### src/rtl/dmem_responder.sv
// Handshaked data-memory responder: four-phase req/ack slave for word loads and stores,
// with a fixed number of wait states and an error response for bad addresses.
// Optional LED register at LED_ADDR when DMEM_LED_MMIO_EN is defined.
module dmem_responder #(
  parameter int unsigned ADDR_WIDTH  = 4,
  parameter int unsigned WAIT_CYCLES = 2,
  parameter logic [31:0] LED_ADDR    = 32'h0000_0100
) (
  input  logic        clk_i,
  input  logic        rst_ni,
  input  logic        req_i,
  input  logic        we_i,
  input  logic [31:0] addr_i,
  input  logic [31:0] wdata_i,
  output logic        ack_o,
  output logic        err_o,
  output logic [31:0] rdata_o
`ifdef DMEM_LED_MMIO_EN
  ,
  output logic [7:0]  leds_o
`endif
);

  localparam int unsigned Depth    = 2 ** ADDR_WIDTH;
  localparam logic [7:0]  WaitInit = 8'(WAIT_CYCLES);

  typedef enum logic [1:0] {StIdle, StWait, StAck} state_e;

  state_e                state_q, state_d;
  logic [7:0]            cnt_q, cnt_d;
  logic                  ack_q, ack_d;
  logic                  err_q, err_d;
  logic [31:0]           rdata_q, rdata_d;
  logic [31:0]           mem_q [Depth];

  logic [ADDR_WIDTH-1:0] idx;
  logic                  misaligned;
  logic                  out_of_range;
  logic                  is_led;
  logic                  access_err;
  logic                  complete;
  logic                  mem_we;

  assign idx          = addr_i[ADDR_WIDTH+1:2];
  assign misaligned   = |addr_i[1:0];
  assign out_of_range = |addr_i[31:ADDR_WIDTH+2];

`ifdef DMEM_LED_MMIO_EN
  logic [7:0] leds_q, leds_d;
  assign is_led = (addr_i == LED_ADDR);
`else
  // Without the LED register its address is just another out-of-range address.
  logic unused_led_addr;
  assign unused_led_addr = ^LED_ADDR;
  assign is_led          = 1'b0;
`endif

  assign access_err = misaligned | (out_of_range & ~is_led);
  // The access happens on the edge where the wait count has run out and req is still high.
  assign complete   = (state_q == StWait) & req_i & (cnt_q == 8'd0);
  assign mem_we     = complete & we_i & ~access_err & ~is_led;

  // Next-state and response logic for the handshake FSM.
  always_comb begin
    state_d = state_q;
    cnt_d   = cnt_q;
    ack_d   = ack_q;
    err_d   = err_q;
    rdata_d = rdata_q;
    case (state_q)
      StIdle: begin
        if (req_i) begin
          state_d = StWait;
          cnt_d   = WaitInit;
        end
      end
      StWait: begin
        if (!req_i) begin
          state_d = StIdle;
        end else if (cnt_q != 8'd0) begin
          cnt_d = cnt_q - 8'd1;
        end else begin
          state_d = StAck;
          ack_d   = 1'b1;
          err_d   = access_err;
          if (access_err || we_i) begin
            rdata_d = 32'd0;
`ifdef DMEM_LED_MMIO_EN
          end else if (is_led) begin
            rdata_d = {24'd0, leds_q};
`endif
          end else begin
            rdata_d = mem_q[idx];
          end
        end
      end
      StAck: begin
        if (!req_i) begin
          state_d = StIdle;
          ack_d   = 1'b0;
          err_d   = 1'b0;
          rdata_d = 32'd0;
        end
      end
      default: state_d = StIdle;
    endcase
  end

  // Control and response registers.
  always_ff @(posedge clk_i or negedge rst_ni) begin
    if (!rst_ni) begin
      state_q <= StIdle;
      cnt_q   <= 8'd0;
      ack_q   <= 1'b0;
      err_q   <= 1'b0;
      rdata_q <= 32'd0;
    end else begin
      state_q <= state_d;
      cnt_q   <= cnt_d;
      ack_q   <= ack_d;
      err_q   <= err_d;
      rdata_q <= rdata_d;
    end
  end

  // Word RAM; contents survive reset. mem_we is low whenever the FSM is held in reset.
  always_ff @(posedge clk_i) begin
    if (mem_we) begin
      mem_q[idx] <= wdata_i;
    end
  end

`ifdef DMEM_LED_MMIO_EN
  // LED register update on a completing store to LED_ADDR.
  always_comb begin
    leds_d = leds_q;
    if (complete && we_i && is_led) begin
      leds_d = wdata_i[7:0];
    end
  end

  // LED register state.
  always_ff @(posedge clk_i or negedge rst_ni) begin
    if (!rst_ni) begin
      leds_q <= 8'd0;
    end else begin
      leds_q <= leds_d;
    end
  end

  assign leds_o = leds_q;
`endif

  assign ack_o   = ack_q;
  assign err_o   = err_q;
  assign rdata_o = rdata_q;

endmodule

### config.mk
export PLATFORM = sky130hd
export DESIGN_NAME = dmem_responder
export DESIGN_NICKNAME = d
export VERILOG_FILES = /design/src/rtl/dmem_responder.sv
export SDC_FILE = /design/constraint.sdc
export NUM_CORES = 1
export LEC_CHECK = 0
export BUFFER_PORTS_ARGS = -buffer_cell sky130_fd_sc_hd__clkbuf_2
export CAP_MARGIN = 5
export CORE_MARGIN = 4
export CORE_UTILIZATION = 45
export CTS_CLUSTER_DIAMETER = 30
export DETAILED_ROUTE_END_ITERATION = 8
export PLACE_DENSITY = 0.69
export SYNTH_ARGS = -nofsm -noshare
export SYNTH_HDL_FRONTEND = slang
export SYNTH_SLANG_ARGS = --single-unit
### constraint.sdc
create_clock -name clk_i -period 6.8 [get_ports clk_i]
set_clock_uncertainty 0.05 [all_clocks]
set_input_delay 1.36 -clock clk_i [delete_from_list [all_inputs] [get_ports clk_i]]
set_output_delay 1.36 -clock clk_i [all_outputs]
set_load 0.05 [all_outputs]
==> summary.md, run 1 <==
| Metric | Value |
|---|---|
| Nets | roughly 1200 |
| Max Buffers Root-to-Sink | 3 |
| Post-layout min period | 4.09 ns |
| Post-route cell area | roughly 0.026 mm² |
| Gr ovfl total | 0 |
| Clock sinks | about 560 |
| CP peak stage delay | roughly 0.9 ns |
| Worst setup path start | req_i |
| Final ANT Viol Nets | 0 |
| Final worst-path cycle share | 0.602 |
| Setup violations, final | 0 |
| Post_cts resized | 0 |
| Critical path capture point type | flip-flop |
| Setup ws final | between 2 and 3 ns |
| Fillcell total | around 3400 |
| Slowest CP cell | nor4_4 |
| Yosys warning count | 0 |
| Seq/Total Area, Yosys | 0.779 |
| CORE AREA | about 0.046 mm² |
| Routed len/inst | approximately 25 µm |
| Vias | between 10000 and 15000 |
| Max Slew Vio Count | 0 |
| Vias per cell | ~5.7 |
| GRT Util Overall | 0.183 |
| Place WS | 2.07 ns |
| Req. time, crit path | ~7 ns |
| First-pass iteration count of the detailed router | 5 |
| Layout cells sized above 1 | 0.372 |
| Syn-to-layout area delta | 23.2% |
| Max_cap viols | 0 |
| Post-synth EDFFs | between 500 and 600 |
| CP max FO | 21 |
| # hold bufs at CTS | 0 |
| VDD IR max | around 0.21 mV |
| DR iter-0 viols | about 1000 |
| CP Launch Type | input port |
| Remaining DRCs | 0 |
| CTS root buf | clkbuf_16 |
| Synth async-reset ratio | 0.0791 |
| Postcts setup bufs | 0 |
| Placed cell areas | around 0.022 mm² |
| Final Hold Vio Count | 0 |
| H-Tree Depth | 3 |
| Critical setup path kind | in -> reg |
| WP data arrival | 4.30 ns |
| Cell family with most CP delay | simple AND/OR/NAND/NOR gates |
| Setup TNS | 0 ns |
| Power Dens Cells | 360 mW/mm² |
| Met3 usage | 0.0390 |
| Most frequent cells after synthesis | edfxtp_1 (512), mux4_2 (128), a22oi_1 (64), dfrtp_1 (44), clkbuf_1 (39) |
| HP Class | reg -> reg |
| Initial Util | 0.455 |
| Netlist area before placement | 0.0211 mm² |
| M2 GR Usage | 0.297 |
| Crit-path cells | clkbuf_2, nor2b_1, nand4_4, or4_1, nor4_4, buf_4 |
| RePlAce Congestion | ~0.74 |
| Die W | roughly 220 µm |
| Mapped Nets | just over 1000 |
| Busiest grt layer | met2 |
| Cell taking the most area after synthesis | edfxtp_1 |
| Top-count cell post-synth | edfxtp_1 |
| Top_reg_cell synth | edfxtp_1 |
| Hold Startpoint | rdata_o[26] |
| Synth Area per Inst | around 22 µm² |
| RSZ-0062 raised after global routing | no |
| Final Power | ~0.0094 W |
| Met1 global-route usage | 0.252 |
| P_leak | 8.89 nW |
| Die H | about 220 µm |
| Synth cell types | 43 |
| I/O Pins | roughly 100 |
| Max_slew headroom | 0.186 |
| CTS tree | built |
| PortBufs | 101 |
| Synth top area cells | edfxtp_1 (73%), mux4_2 (14%), dfrtp_1 (5.2%), a22oi_1 (2.3%), a22o_1 (1.3%) |
| Placed wire-length estimate | between 20000 and 25000 µm |
| Num CTS Buffers | 101 |
| Worst skew pair latency | around 0.62 ns |
| Synth top area share | 0.727 |
| Syn Inst Count | 964 |
| Worst r2r src | cnt_q[0] |
| FP Rows | 79 |
| Die area | just over 0.05 mm² |
| Worst-Margin Slew | around 1.2 ns |
| Buf/Inv on CP | 2 |
| Ant diodes | 0 |
| First-pass GRT wire length | 69800 µm |
| Antenna violations before repair | 2 |
| Reg clk slew, reported paths | roughly 0.050 ns |
| Status | finished, final reports clean |
| FF+latch count, synth | around 560 |
| Pin count of the biggest net entering global routing | 86 |
| Vias in the first global route | ~11000 |
| WL final | approximately 45000 µm |
| Fmax achieved | roughly 240 MHz |
## power by group
group          internal (W)  switching (W)  leakage (nW)
sequential          0.00377      0.0000337          5.20
clock               0.00346        0.00170          1.70
combinational      0.000153       0.000262          1.99
## layout by cell type (no fill, tap or decap), types with 3 or more instances in the layout
cell type / netlist / layout
a21oi_1: 3 / 3
nand3_1: 3 / 3
nor4_4: 2 / 3
a31oi_1: 3 / 3
nand2b_1: 4 / 4
nor2_1: 11 / 10
inv_1: 4 / 4
and2_2: 0 / 3
nor4_1: 10 / 9
clkbuf_16: 0 / 103
xor2_1: 4 / 4
dfrtp_1: 44 / 44
a22o_1: 32 / 32
clkbuf_1: 39 / 12
clkbuf_2: 0 / 99
clkinvlp_4: 0 / 17
inv_6: 0 / 9
clkinv_2: 0 / 14
nor3_1: 11 / 3
a22oi_1: 64 / 64
mux4_2: 128 / 128
clkinv_4: 0 / 6
nor3_2: 3 / 9
clkinv_1: 0 / 4
edfxtp_1: 512 / 512
clkbuf_8: 0 / 7
nand2_1: 37 / 37
bufinv_16: 0 / 16
buf_4: 0 / 24
## path summary, 6_finish.rpt
| path | endpoint | slack (ns) | cells past startpoint |
|---|---|---|---|
| worst min register to register | rdata_o[26] | 0.44 | 1 |
| worst max-delay path | mem_q[1][31] | 2.71 | 6 |
| max in group asynchronous | rdata_o[6] | 5.40 | 2 |
| min in group asynchronous | cnt_q[1] | 0.82 | 2 |
| worst min-delay path | rdata_o[26] | 0.44 | 1 |
| worst max register to register | mem_q[1][31] | 2.94 | 7 |
## per-stage QoR
stage,cells,hold slack [ns],util
CTS,1829,0.451,0.560
detailed placement,1639,0.441,0.484
global route,1829,0.478,0.560
finish,1829,0.443,0.560
global placement,1639,0.430,0.484
floorplan,964,0.492,-
## logic make-up after synthesis
group | count (synthesis) | synth area share
AOI/OAI and AO/OA | 112 | 0.0415
xor gates and xnor gates | 4 | 0.00166
buffers and inverters | 61 | 0.0122
DFF | 556 | 0.779
muxes | 128 | 0.136
and+or+nand+nor | 101 | 0.0278
adders and majority gates | 2 | 0.00118
## per-layer routing
| metal | share of wire | vias up |
|---|---|---|
| met5 | 0.00055 | - |
| li1 | - | 4480 |
| met3 | 0.071 | 79 |
| met2 | 0.49 | 413 |
| met1 | 0.42 | 5489 |
| met4 | 0.021 | 4 |
## area by class of cell
| cell class | count | area, µm² | area share |
|---|---|---|---|
| sequential | 556 | 16500 | 0.633 |
| multi-input combinational | 347 | 4510 | 0.173 |
| clock buffer | 121 | 2710 | 0.104 |
| clock inverter | 69 | 868 | 0.0333 |
| tap | 607 | 759 | 0.0292 |
| timing repair buffer | 125 | 709 | 0.0272 |
| inverter | 4 | 15.0 | 0.000577 |
## sequential cells by signal, summed over array words and instances, names as in the netlist
signal / cells
cnt_q: 8
rdata_o: 32
err_o: 1
state_q: 2
ack_o: 1
mem_q: 512
Power figures use the tool's default switching activity.
==> run 2, diff against run 1 <==
clock period = 4.2 ns   (was 6.8 ns; I/O delays follow)
==> run 2 against run 1 <==
Net effect: hold slack got worse by 0.25 ns; core utilization fell by 0.059 points; wire length rose by 2.2%; sequential share of layout area rose by 0.067 points.
==> summary.md, run 2 (synthesized netlist as in run 1, its figures left out) <==
| Metric | Value |
|---|---|
| GRT Util Overall | 0.188 (was 0.183) |
| Most common cell after layout, fill and taps aside | edfxtp_1 (unchanged) |
| I/O Pins | 102 (unchanged) |
| CP Launch Type | flip-flop (was input port) |
| Switching power | 0.00312 W (was 0.00199 W) |
| Status | finished, final reports clean (unchanged) |
| Gr ovfl total | 0 (unchanged) |
| Worst skew pair latency | 0.62 ns (about the same) |
| Placed cell areas | 0.0227 mm² (was 0.0225 mm²) |
| # hold bufs at CTS | 0 (unchanged) |
| PortBufs | 101 (unchanged) |
| VDD IR max | 0.299 mV (was 0.214 mV) |
| Remaining DRCs | 0 (unchanged) |
| Initial Util | 0.455 (unchanged) |
| Die H | 225 µm (unchanged) |
| Critical setup path kind | reg -> reg (was in -> reg) |
| Vias in the first global route | 11200 (was 11400) |
| DR WL met2 | 23100 µm (was 22300 µm) |
| Clock sinks | 556 (unchanged) |
| Postcts setup bufs | 0 (unchanged) |
| Power Dens Cells | 565 mW/mm² (was 360 mW/mm²) |
| Final worst-path cycle share | 0.761 |
| Ant diodes | 0 (unchanged) |
| CORE AREA | 0.0465 mm² (unchanged) |
| WHS | 0.195 ns (was 0.443 ns) |
| Placed wire-length estimate | 26200 µm (was 23800 µm) |
| Final ANT Viol Nets | 0 (unchanged) |
| Vias | 10600 (was 10500) |
| Post-route cell area | 0.0260 mm² (about the same) |
| Top reg by flops | mem_q (unchanged) |
| Layout cells sized above 1 | 0.366 (was 0.372) |
| HP Class | in -> async (was reg -> reg) |
| Clk pwr share | 0.534 (was 0.550) |
| P_leak | 8.95 nW (was 8.89 nW) |
| Max_slew headroom | 0.310 (was 0.186) |
| P_int | 0.0116 W (was 0.00738 W) |
| H-Tree Depth | 3 (unchanged) |
| Die area | 0.0505 mm² (unchanged) |
| Place WS | 0.667 ns (was 2.07 ns) |
| Slowest CP cell | or4_1 (was nor4_4) |
| RSZ-0062 raised after global routing | no (unchanged) |
| Worst-Margin Slew | 1.03 ns (was 1.22 ns) |
| M1 wire length | 18800 µm (about the same) |
| Crit Reg-Reg Endpoint | mem_q[6][13] (was mem_q[1][31]) |
| Setup violations, final | 0 (unchanged) |
| WL final | 46300 µm (was 45300 µm) |
| R2R Setup Slk | 1.01 ns (was 2.94 ns) |
| Fmax achieved | 313 MHz |
| Max_cap viols | 0 (unchanged) |
| Worst r2r src | cnt_q[0] (unchanged) |
| CTS tree | built (unchanged) |
| RePlAce Congestion | 0.760 (was 0.740) |
| Nets | 1213 (was 1205) |
| Vias per cell | 5.78 (was 5.72) |
| Reg clk slew, reported paths | 0.04 ns (was 0.05 ns) |
| DR iter-0 viols | 1027 (was 1026) |
| Reg2Reg Depth | 7 (unchanged) |
| CP max FO | 32 (was 21) |
| Post_cts resized | 0 (unchanged) |
| Buf/Inv on CP | 2 (unchanged) |
| CTS root buf | clkbuf_16 (unchanged) |
| Commonest non-fill, non-tap cells in the layout | edfxtp_1 (512), mux4_2 (128), clkbuf_2 (99) (was edfxtp_1 (512), mux4_2 (128), clkbuf_16 (103)) |
| Num CTS Buffers | 94 (was 101) |
| Post-layout min period | ~3.2 ns |
| WP data arrival | 3.38 ns (was 4.30 ns) |
| Routed len/inst | 25.3 µm (was 24.8 µm) |
| Syn-to-layout area delta | 23.0% (was 23.2%) |
| Area of the multi-input gates | 0.00455 mm² (was 0.00451 mm²) |
| Switching share of power | 0.212 (was 0.213) |
| Cell family with most CP delay | simple AND/OR/NAND/NOR gates (unchanged) |
| Max Slew Vio Count | 0 (unchanged) |
| Fillcell total | 3396 (was 3372) |
| CP peak stage delay | 0.81 ns (was 0.88 ns) |
| FP Rows | 79 (unchanged) |
| Max layer used | met5 (unchanged) |
| Logic pwr share | 0.047 (was 0.044) |
| First-pass GRT wire length | 70900 µm (was 69800 µm) |
| Sequential share of power | 0.419 (was 0.406) |
| Max reg flops | 512 (unchanged) |
| Final Hold Vio Count | 0 (unchanged) |
| Max Buffers Root-to-Sink | 3 (unchanged) |
| Pin count of the biggest net entering global routing | 63 (was 86) |
| Met3 WL | 3570 µm (was 3210 µm) |
| Setup ws final | 1.01 ns (was 2.71 ns) |
| Finished Core Util | 0.560 (about the same) |
| First-pass iteration count of the detailed router | 5 (unchanged) |
| Die W | 225 µm (unchanged) |
| Antenna violations before repair | 1 (was 2) |
| Critical path capture point type | flip-flop (unchanged) |
| Seq. cell area | 0.0165 mm² (unchanged) |
| Req. time, crit path | 4.39 ns (was 7.01 ns) |
| Crit-path cells | inv_1, ha_1, nor4b_4, nand4_4, or4_1, nor3_4, buf_4 (was clkbuf_2, nor2b_1, nand4_4, or4_1, nor4_4, buf_4) |
run 2: worst max-delay path by stage:
stage               slack (ns)      endpoint  cells after the start  startpoint
floorplan                -0.58  mem_q[13][0]                      5       req_i
global placement          0.73  mem_q[6][11]                      6  addr_i[10]
detailed placement        0.67  mem_q[6][10]                      6   addr_i[7]
CTS                       0.98  mem_q[6][13]                      7    cnt_q[0]
global route              0.84  mem_q[5][13]                      7    cnt_q[0]
finish                    1.01  mem_q[6][13]                      7    cnt_q[0]
run 2: power groups by stage:
stage               registers, W  logic, W  clock network (W)
floorplan                0.00628  0.000415                  0
detailed placement       0.00626  0.000705                  0
CTS                      0.00615  0.000707            0.00798
global placement         0.00626  0.000692                  0
global route             0.00615  0.000761            0.00826
finish                   0.00616  0.000697            0.00784
run 2: layer usage:
layer,global-route usage,up-vias
met4,0.0571,2
met2,0.303,454
met1,0.262,5537
li1,-,4499
met3,0.0411,65
met5,0,-
run 2: area by class of cell:
| class | count | area share |
|---|---|---|
| Sequential cell | 556 | 0.633 |
| Multi-Input combinational cell | 347 | 0.175 |
| Clock buffer | 107 | 0.0931 |
| Timing Repair Buffer | 140 | 0.0350 |
| Clock inverter | 66 | 0.0338 |
| Tap cell | 607 | 0.0292 |
| Inverter | 4 | 0.000577 |
run 2: through the flow:
stage          power [W]  setup TNS, ns  std cells
2_1_floorplan    0.00670         -37.15        964
3_3_place_gp     0.00695              0       1654
3_5_place_dp     0.00696              0       1654
4_1_cts           0.0148              0       1827
5_1_grt           0.0152              0       1827
6_report          0.0147              0       1827
